<file path="config.mk">
export PLATFORM = sky130hd
export DESIGN_NAME = mode_nav_controller
export DESIGN_NICKNAME = d
export VERILOG_FILES = /design/src/rtl/mode_nav_controller.sv
export SDC_FILE = /design/constraint.sdc
export NUM_CORES = 1
export LEC_CHECK = 0
export CORE_MARGIN = 3
export CORE_UTILIZATION = 40
export CTS_BUF_LIST = sky130_fd_sc_hd__clkbuf_16
export CTS_CLUSTER_SIZE = 24
export DETAILED_ROUTE_END_ITERATION = 8
export PLACE_DENSITY = 0.63
export SETUP_SLACK_MARGIN = 0.1
export SYNTH_ARGS = -nofsm -noshare
export SYNTH_HDL_FRONTEND = slang
export SYNTH_SLANG_ARGS = --single-unit
</file>
<file path="constraint.sdc">
create_clock -name IN_CLK -period 4.9 [get_ports IN_CLK]
set_input_delay 0.49 -clock IN_CLK [delete_from_list [all_inputs] [get_ports IN_CLK]]
set_output_delay 0.49 -clock IN_CLK [all_outputs]
set_load 0.1 [all_outputs]
</file>
<file path="src/rtl/mode_nav_controller.sv">
// mode_nav_controller
//   Debounces five push buttons and runs the MENU / PREVIEW / ACTIVE
//   navigation FSM for the seven-segment mode selector.
// Ports:
//   IN_CLK         single clock, rising edge
//   IN_RST_N       asynchronous active-low reset
//   IN_BTN[4:0]    raw buttons, active high (0 confirm, 1 back, 2 prev, 3 next, 4 aux)
//   OUT_DATA[2:0]  display selector index (0 = select screen, 1..NUM_MODES = mode)
//   OUT_ACTIVE     high while a mode runs
//   OUT_MODE_EN    one-hot enable, bit k = mode k+1 active
//   OUT_KEY_PULSE  one-cycle key pulses forwarded to the active mode
module mode_nav_controller #(
  parameter int DEBOUNCE_CYCLES = 1_000_000,
  parameter int TIMEOUT_CYCLES  = 1_000_000_000,
  parameter int NUM_MODES       = 5
) (
  input  logic       IN_CLK,
  input  logic       IN_RST_N,
  input  logic [4:0] IN_BTN,
  output logic [2:0] OUT_DATA,
  output logic       OUT_ACTIVE,
  output logic [6:0] OUT_MODE_EN,
  output logic [4:0] OUT_KEY_PULSE
);
  localparam int DW = $clog2(DEBOUNCE_CYCLES + 1);
  localparam int IW = $clog2(TIMEOUT_CYCLES + 1);

  typedef enum logic [1:0] {S_MENU, S_PREVIEW, S_ACTIVE} state_t;

  logic [4:0] r_sync1, r_sync2, r_level_d, r_pulse;
  logic [4:0] w_level;

  // Synchronizer plus one-stage edge detector on the debounced levels.
  always_ff @(posedge IN_CLK or negedge IN_RST_N) begin
    if (!IN_RST_N) begin
      r_sync1   <= '0;
      r_sync2   <= '0;
      r_level_d <= '0;
      r_pulse   <= '0;
    end else begin
      r_sync1   <= IN_BTN;
      r_sync2   <= r_sync1;
      r_level_d <= w_level;
      r_pulse   <= w_level & ~r_level_d;
    end
  end

  for (genvar gi = 0; gi < 5; gi++) begin : g_db
    logic [DW-1:0] r_cnt;
    logic          r_lvl;
    // Level flips on the DEBOUNCE_CYCLES-th consecutive disagreeing cycle.
    always_ff @(posedge IN_CLK or negedge IN_RST_N) begin
      if (!IN_RST_N) begin
        r_cnt <= '0;
        r_lvl <= 1'b0;
      end else if (r_sync2[gi] == r_lvl) begin
        r_cnt <= '0;
      end else if (r_cnt == DW'(DEBOUNCE_CYCLES - 1)) begin
        r_cnt <= '0;
        r_lvl <= r_sync2[gi];
      end else begin
        r_cnt <= r_cnt + 1'b1;
      end
    end
    assign w_level[gi] = r_lvl;
  end

  state_t        r_state;
  logic [2:0]    r_cursor;
  logic [IW-1:0] r_idle;

  // Priority back > confirm > next > prev; lower ones are masked.
  logic w_back, w_conf, w_next, w_prev, w_timeout;
  logic [2:0] w_cur_inc, w_cur_dec;
  logic [6:0] w_en_cur;
  assign w_back    = r_pulse[1];
  assign w_conf    = r_pulse[0] & ~r_pulse[1];
  assign w_next    = r_pulse[3] & ~r_pulse[1] & ~r_pulse[0];
  assign w_prev    = r_pulse[2] & ~r_pulse[1] & ~r_pulse[0] & ~r_pulse[3];
  assign w_timeout = (r_idle == IW'(TIMEOUT_CYCLES));
  assign w_cur_inc = (r_cursor == 3'(NUM_MODES)) ? 3'd1 : r_cursor + 3'd1;
  assign w_cur_dec = (r_cursor == 3'd1) ? 3'(NUM_MODES) : r_cursor - 3'd1;
  assign w_en_cur  = 7'b1 << (r_cursor - 3'd1);

  // Idle counter only runs in PREVIEW; any press pulse restarts it. Held at 0
  // elsewhere so entry to PREVIEW always starts from 0.
  always_ff @(posedge IN_CLK or negedge IN_RST_N) begin
    if (!IN_RST_N)
      r_idle <= '0;
    else if (r_state != S_PREVIEW || |r_pulse)
      r_idle <= '0;
    else if (!w_timeout)
      r_idle <= r_idle + 1'b1;
  end

  always_ff @(posedge IN_CLK or negedge IN_RST_N) begin
    if (!IN_RST_N) begin
      r_state       <= S_MENU;
      r_cursor      <= 3'd1;
      OUT_DATA      <= '0;
      OUT_ACTIVE    <= 1'b0;
      OUT_MODE_EN   <= '0;
      OUT_KEY_PULSE <= '0;
    end else begin
      OUT_KEY_PULSE <= '0;
      case (r_state)
        S_MENU: begin
          if (w_conf | w_next | w_prev) begin
            r_state  <= S_PREVIEW;
            OUT_DATA <= r_cursor;
          end
        end
        S_PREVIEW: begin
          if (w_back) begin
            r_state  <= S_MENU;
            OUT_DATA <= '0;
          end else if (w_conf) begin
            r_state     <= S_ACTIVE;
            OUT_ACTIVE  <= 1'b1;
            OUT_MODE_EN <= w_en_cur;
          end else if (w_next) begin
            r_cursor <= w_cur_inc;
            OUT_DATA <= w_cur_inc;
          end else if (w_prev) begin
            r_cursor <= w_cur_dec;
            OUT_DATA <= w_cur_dec;
          end else if (!r_pulse[4] && w_timeout) begin
            // aux still counts as activity and beats the timeout
            r_state  <= S_MENU;
            OUT_DATA <= '0;
          end
        end
        S_ACTIVE: begin
          if (w_back) begin
            r_state     <= S_PREVIEW;
            OUT_ACTIVE  <= 1'b0;
            OUT_MODE_EN <= '0;
          end else begin
            OUT_KEY_PULSE <= r_pulse & 5'b11101;
          end
        end
        default: begin
          r_state     <= S_MENU;
          OUT_DATA    <= '0;
          OUT_ACTIVE  <= 1'b0;
          OUT_MODE_EN <= '0;
        end
      endcase
    end
  end
endmodule

</file>
==> results of run 1 <==
## synth_stat cells (all sizes together)
cell    number  area [um^2]
o21ai        8         43.8
clkbuf       7         26.3
a31oi        2         12.5
mux2i        3         30.0
a22oi        1         7.51
nand3       54          270
or3          1         6.26
nor2b        5         31.3
nand4       31          239
nand2b       5         31.3
o31ai        6         45.0
and2b        1         7.51
inv         18         67.6
o22ai        3         18.8
or2          7         43.8
nor2       159          597
conb         1         3.75
nor4        18          146
xnor2       39          342
ha          14          175
or4          1         7.51
a221oi       1         8.76
o21a         1         7.51
xor2        85          744
a21oi        9         45.0
dfrtp      174         4350
nor3        15         75.1
buf         14         86.3
nor4bb       5         50.1
o211ai       1         7.51
and4         4         35.0
nor3b        1         7.51
o21bai       1         7.51
mux2         7         78.8
nand2       61          231
nand3b       2         15.0
a22o         1         8.76
dfstp        1         26.3
a21o         2         15.0
nand4b       1         8.76
nor4b        5         65.1
and4bb       1         12.5
and3        27          171
and2         5         31.3
## routing by layer
| metal | up-vias | part of all wire [%] | wire, um | global-route usage (%) |
|---|---|---|---|---|
| met4 | 0 | 1.2 | 176 | 4.30 |
| li1 | 2776 | - | - | - |
| met2 | 41 | 46 | 6480 | 21.6 |
| met3 | 11 | 2.6 | 373 | 3.97 |
| met1 | 2663 | 51 | 7200 | 19.6 |
| met5 | - | 0 | 0 | 0 |
## registers in the layout (all words and copies together), names as in the netlist, 4 cells and up
| signal | flops |
|---|---|
| g_db.r_cnt | 100 |
| r_idle | 30 |
| OUT_MODE_EN | 7 |
| g_db.r_lvl | 5 |
| r_level_d | 5 |
| r_pulse | 5 |
| r_sync1 | 5 |
| r_sync2 | 5 |
| OUT_KEY_PULSE | 4 |
## power by group through the flow
stage	registers, mW	clock network, mW	logic (mW)
CTS	1.47	1.42	0.0758
global placement	1.50	0	0.0747
detailed placement	1.50	0	0.0752
global route	1.47	1.49	0.0865
finish	1.47	1.39	0.0717
floorplan	1.50	0	0.0361
## area by class of cell
type                            instances  area [um^2]
Clock inverter                         13          174
Inverter                               18         67.6
Fill cell                            1818        10500
Multi-Input combinational cell        594         3680
Timing Repair Buffer                   24          234
Sequential cell                       175         4380
Clock buffer                           17          425
Tap cell                              265          332
## worst paths after layout
path,depth (start not counted),slack (ns),start,end
hold / removal,1,0.15,IN_RST_N,OUT_MODE_EN[6]
hold reg to reg,0,0.35,r_sync1[4],r_sync2[4]
min in group IN_CLK,0,0.35,r_sync1[4],r_sync2[4]
max in group asynchronous,2,3.66,IN_RST_N,g_db[4].r_cnt[19]
setup / recovery,1,2.47,OUT_DATA[0],OUT_DATA[0]
setup reg to reg,6,2.63,g_db[1].r_cnt[0],g_db[1].r_cnt[8]
## cells by family after synthesis
logic type	share of synthesized area, %
compound gates	2.76
xor+xnor	13.2
fa+ha+maj	2.12
buf+inv	2.19
flops	53.1
mux	1.32
other cells	0.0455
simple gates	25.3
==> metrics.md, run 1 <==
| Metric | Value |
|---|---|
| Status | `complete, no violations` |
| Period utilization | `49.7%` |
| Clk_skew | `0.00986 ns` |
| Design area | `9300 um^2` |
| CTS tree | `done` |
| Non-Filler Instances | `1106` |
| Layout cells sized above 1 | `6.90%` |
| Worst Setup Path Type | `flop to primary output` |
| RD Place Congestion | `0.810` |
| CTS Buffer Depth | `2` |
| Sw Ratio | `20.8%` |
| Most frequent cells in the layout | `174 x dfrtp_1, 159 x nor2_1, 85 x xor2_1` |
| Inst Count DP | `1076` |
| # clock sinks | `175` |
| WHS | `0.154 ns` |
| Final ANT Viol Nets | `0` |
| Cell area after synthesis | `8250 um^2` |
| Critical Path End Type | `primary output` |
| Setup TNS | `0 ns` |
| Final Max Tran Viols | `0` |
| Flops & latches, synth | `175` |
| Clk slew on worst S/H paths | `0.07 ns` |
| WL final | `14200 um` |
| Maximum number of pins on one net before global-route repair | `96` |
| Vias post-DR | `5491` |
| NetSw | `611 uW` |
| I/O pins | `23` |
| PwrDens | `315 nW/um^2` |
| Finished Core Util | `46.9%` |
| Critical-path cell list | `clkdlybuf4s50_1` |
| Hold_buf cts | `0` |
| CP Data Arrival Time | `1.94 ns` |
| Routed WL per cell | `12.9 um` |
| Pint | `2.32 mW` |
| Worst slew pin tran | `1.04 ns` |
| DRC marker count from the first detailed-route iteration | `230` |
| Total Power | `2.93 mW` |
| Buffer count from post-CTS setup fixing | `0` |
| Largest vdd supply drop | `0.210 mV` |
| RSZ-0062 raised after global routing | `false` |
| Die area | `22400 um^2` |
| Syn nets | `829` |
| Die X-Extent | `150 um` |
| CP Buf/Inv Count | `1` |
| # H-tree levels | `4` |
| Drt drc | `0` |
| Initial antenna violation count | `0` |
| Clock share of power | `47.3%` |
| GRT Overall Usage | `14.1%` |
| Critical Path RT | `4.41 ns` |
| Rows | `51` |
| Pre-CTS WS | `2.62 ns` |
| First drt pass iteration count | `4` |
| Worst Path Max Fanout | `2` |
| Logic pwr share | `2.4%` |
| Ant diodes | `0` |
| Port bufs | `21` |
| Dpl cell area | `8700 um^2` |
| Initial Utilization | `41.5%` |
| Sequential power share | `50.2%` |
| Final hold viol count | `0` |
| CTS Root Cell | `clkbuf_16` |
| Leakage power | `4.04 nW` |
| # setup viols final | `0` |
| Min-Delay Path Class | `primary input to async pin` |
| CP top delay family | `buffers and inverters` |
| Resize count post-CTS | `0` |
| Synth cell types | `54` |
| Max-slew headroom | `30.7%` |
| Global-route wire length before repair | `25900 um` |
| CP max-delay cell | `clkdlybuf4s50_1` |
| Grt total ovfl | `0` |
| Hpwl dp | `9470 um` |
| Crit path time final | `2.43 ns` |
| Clk_lat worst skew | `0.43 ns` |
| Worst Slack Setup Final | `2.47 ns` |
| Synth Area per Inst | `10.2 um^2` |
| Commonest non-fill, non-tap cell in the layout | `dfrtp_1` |
| Ys Warns | `0` |
| CP startpoint kind | `flop` |
| Avg Vias per Cell | `4.96` |
| Fmax | `411 MHz` |
| Layout area overhead | `12.8%` |
| Inserted Clock Buffers | `17` |
| Vias in the first global route | `5494` |
| Core area | `19800 um^2` |
| Register area share after synthesis | `53.1%` |
| Die Y | `150 um` |
| Max Cap Viol | `0` |
| Final #Nets | `851` |
| Critical Path Max Stage Delay | `1.18 ns` |
| Mapped Cells | `808` |
Power figures use the tool's default switching activity.
==> run 2: changes to the inputs <==
clock period = 2.4 ns   (was 4.9 ns; I/O delays follow)
==> run 2 against run 1 <==
Net effect:
- largest power group unchanged
- cell area up 0.63%
- global-route usage up 0.092 points
- die area unchanged
- clock power up 90%
- routed wire length up 2.7%
- setup slack worse by 2.1 ns
- core utilization up 0.30 points
- via count up 0.84%
==> metrics.md, run 2 (synthesis gave the netlist of run 1 again) <==
| Metric | Value |
|---|---|
| # clock sinks | `175 (unchanged)` |
| Setup TNS | `0 ns (unchanged)` |
| Inserted Clock Buffers | `17 (unchanged)` |
| Worst Setup Path Type | `flop to flop` |
| Worst slew pin tran | `0.654 ns (-0.382 ns)` |
| Critical Path End Type | `flop` |
| Design area | `9360 um^2 (+0.63%)` |
| RSZ-0062 raised after global routing | `false` |
| Status | `complete, no violations` |
| Gr busiest metal | `met2` |
| Vias in the first global route | `5510 (+0.29%)` |
| Fillers | `1848 (+1.7%)` |
| Core area | `19800 um^2 (unchanged)` |
| Hold Path Sink | `r_sync1[0]` |
| Flop2flop setup slack | `0.36 ns (-2.27 ns)` |
| Hold Path Origin | `IN_BTN[0]` |
| Die Y | `150 um (unchanged)` |
| Die X-Extent | `150 um (unchanged)` |
| Buffer count from post-CTS setup fixing | `0 (unchanged)` |
| Hold path depth | `1` |
| Period utilization | `84.8%` |
| Worst Path Max Fanout | `19 (+17)` |
| Grt total ovfl | `0 (unchanged)` |
| Final ANT Viol Nets | `0 (unchanged)` |
| # setup viols final | `0 (unchanged)` |
| Hold_buf cts | `1 (+1)` |
| Resize count post-CTS | `0 (unchanged)` |
| Non-Filler Instances | `1122 (+1.4%)` |
| Critical Path RT | `2.70 ns (-1.71 ns)` |
| Layout cells sized above 1 | `10.6% (+3.7 points)` |
| Met1 Use GR | `20.2% (+0.57 points)` |
| WHS | `0.249 ns (+0.0954 ns)` |
| CTS Buffer Depth | `2 (unchanged)` |
| Layout area overhead | `13.5%` |
| Worst flop-to-flop path startpoint | `g_db[0].r_cnt[0]` |
| Biggest regs | `g_db.r_cnt x100, r_idle x30, OUT_MODE_EN x7` |
| Vias post-DR | `5537 (+0.84%)` |
| Commonest non-fill, non-tap cell in the layout | `dfrtp_1` |
| Crit path time final | `2.04 ns` |
| # H-tree levels | `4 (unchanged)` |
| CP Data Arrival Time | `2.33 ns (+0.39 ns)` |
| Avg Vias per Cell | `4.93 (-0.60%)` |
| DRC marker count from the first detailed-route iteration | `223 (-3.0%)` |
| Ant diodes | `0 (unchanged)` |
| Dpl cell area | `8780 um^2 (+0.98%)` |
| Met3 usage | `3.00% (-0.97 points)` |
| Clk_skew | `0.00836 ns (-0.00151 ns)` |
| Most frequent cells in the layout | `174 x dfrtp_1, 159 x nor2_1, 85 x xor2_1` |
| Maximum number of pins on one net before global-route repair | `70 (-27%)` |
| Leakage power | `4.13 nW (+2.0%)` |
| GRT met2 Usage | `21.3% (-0.32 points)` |
| I/O pins | `23 (unchanged)` |
| Worst Slack Setup Final | `0.364 ns (-2.10 ns)` |
| CTS tree | `done` |
| Hpwl dp | `9890 um (+4.4%)` |
| Initial antenna violation count | `0 (unchanged)` |
| Routed WL per cell | `13.0 um (+1.3%)` |
| Final #Nets | `865 (+1.6%)` |
| Max-slew headroom | `56.4% (+26 points)` |
| Final hold viol count | `0 (unchanged)` |
| Clk slew on worst S/H paths | `0.07 ns (about the same)` |
| RD Place Congestion | `0.777 (-4.0%)` |
| Pre-CTS WS | `0.380 ns (-2.24 ns)` |
| WL final | `14600 um (+2.7%)` |
| Drt drc | `0 (unchanged)` |
| Global-route wire length before repair | `26000 um (+0.35%)` |
| Fmax | `491 MHz` |
| FF-to-FF path depth | `6 (unchanged)` |
| Max Cap Viol | `0 (unchanged)` |
| Min-Delay Path Class | `primary input to flop` |
| CP startpoint kind | `flop` |
| Rows | `51 (unchanged)` |
| First drt pass iteration count | `4 (unchanged)` |
| FF-to-FF End | `g_db[0].r_cnt[6]` |
| Worst Setup SP | `g_db[0].r_cnt[0]` |
| Port bufs | `21 (unchanged)` |
| Clk_lat worst skew | `0.43 ns (about the same)` |
| CTS Root Cell | `clkbuf_16` |
| Biggest register | `g_db.r_cnt` |
| Initial Utilization | `41.5% (unchanged)` |
| Largest register FFs | `100 (unchanged)` |
| Die area | `22400 um^2 (unchanged)` |
| Inst Count DP | `1089 (+1.2%)` |
| PwrDens | `620 nW/um^2 (+97%)` |
| Final Max Tran Viols | `0 (unchanged)` |
| Largest vdd supply drop | `0.309 mV (+47%)` |
| GRT Overall Usage | `14.2% (+0.092 points)` |
[run 2: per-layer routing]
layer,vias to the layer above,wire (um)
met4,0,304
li1,2788,-
met1,2662,7440
met3,22,437
met5,-,0
met2,65,6440
[run 2: report_power, final]
part	switching (mW)	leakage, nW	internal [mW]
combinational	0.113	1.45	0.0470
clock	1.19	0.272	1.44
sequential	0.0252	2.41	2.98
total	1.33	4.13	4.47
[run 2: how the worst max path moves through the flow]
stage / endpoint
final: g_db[0].r_cnt[6]
after global routing: g_db[0].r_cnt[13]
after CTS: g_db[0].r_cnt[6]
after detailed placement: g_db[0].r_cnt[6]
after global placement: OUT_DATA[1]
after floorplan: g_db[0].r_cnt[11]
[run 2: layout make-up]
class / instances / area (um^2) / area share [%]
timing repair buffer: 38 / 329 / 3.52
inverter: 18 / 67.6 / 0.722
clock inverter: 15 / 138 / 1.47
tap: 265 / 332 / 3.54
sequential: 175 / 4380 / 46.8
clock buffer: 17 / 425 / 4.55
multi-input combinational: 594 / 3680 / 39.4
[run 2: stage by stage]
stage,power [mW],utilization [%]
after CTS,5.88,47.1
after detailed placement,3.23,44.3
final,5.80,47.1
after floorplan,3.13,-
after global placement,3.22,44.3
after global routing,6.04,47.1
[run 2: critical path, stage by stage, from the launching register on]
cell     delay (ns)
dfrtp_1        0.39
ha_1           0.23
and4_1         0.24
nand2_1        0.09
nor4_1         0.40
or2_2          0.44
nor2_1         0.10
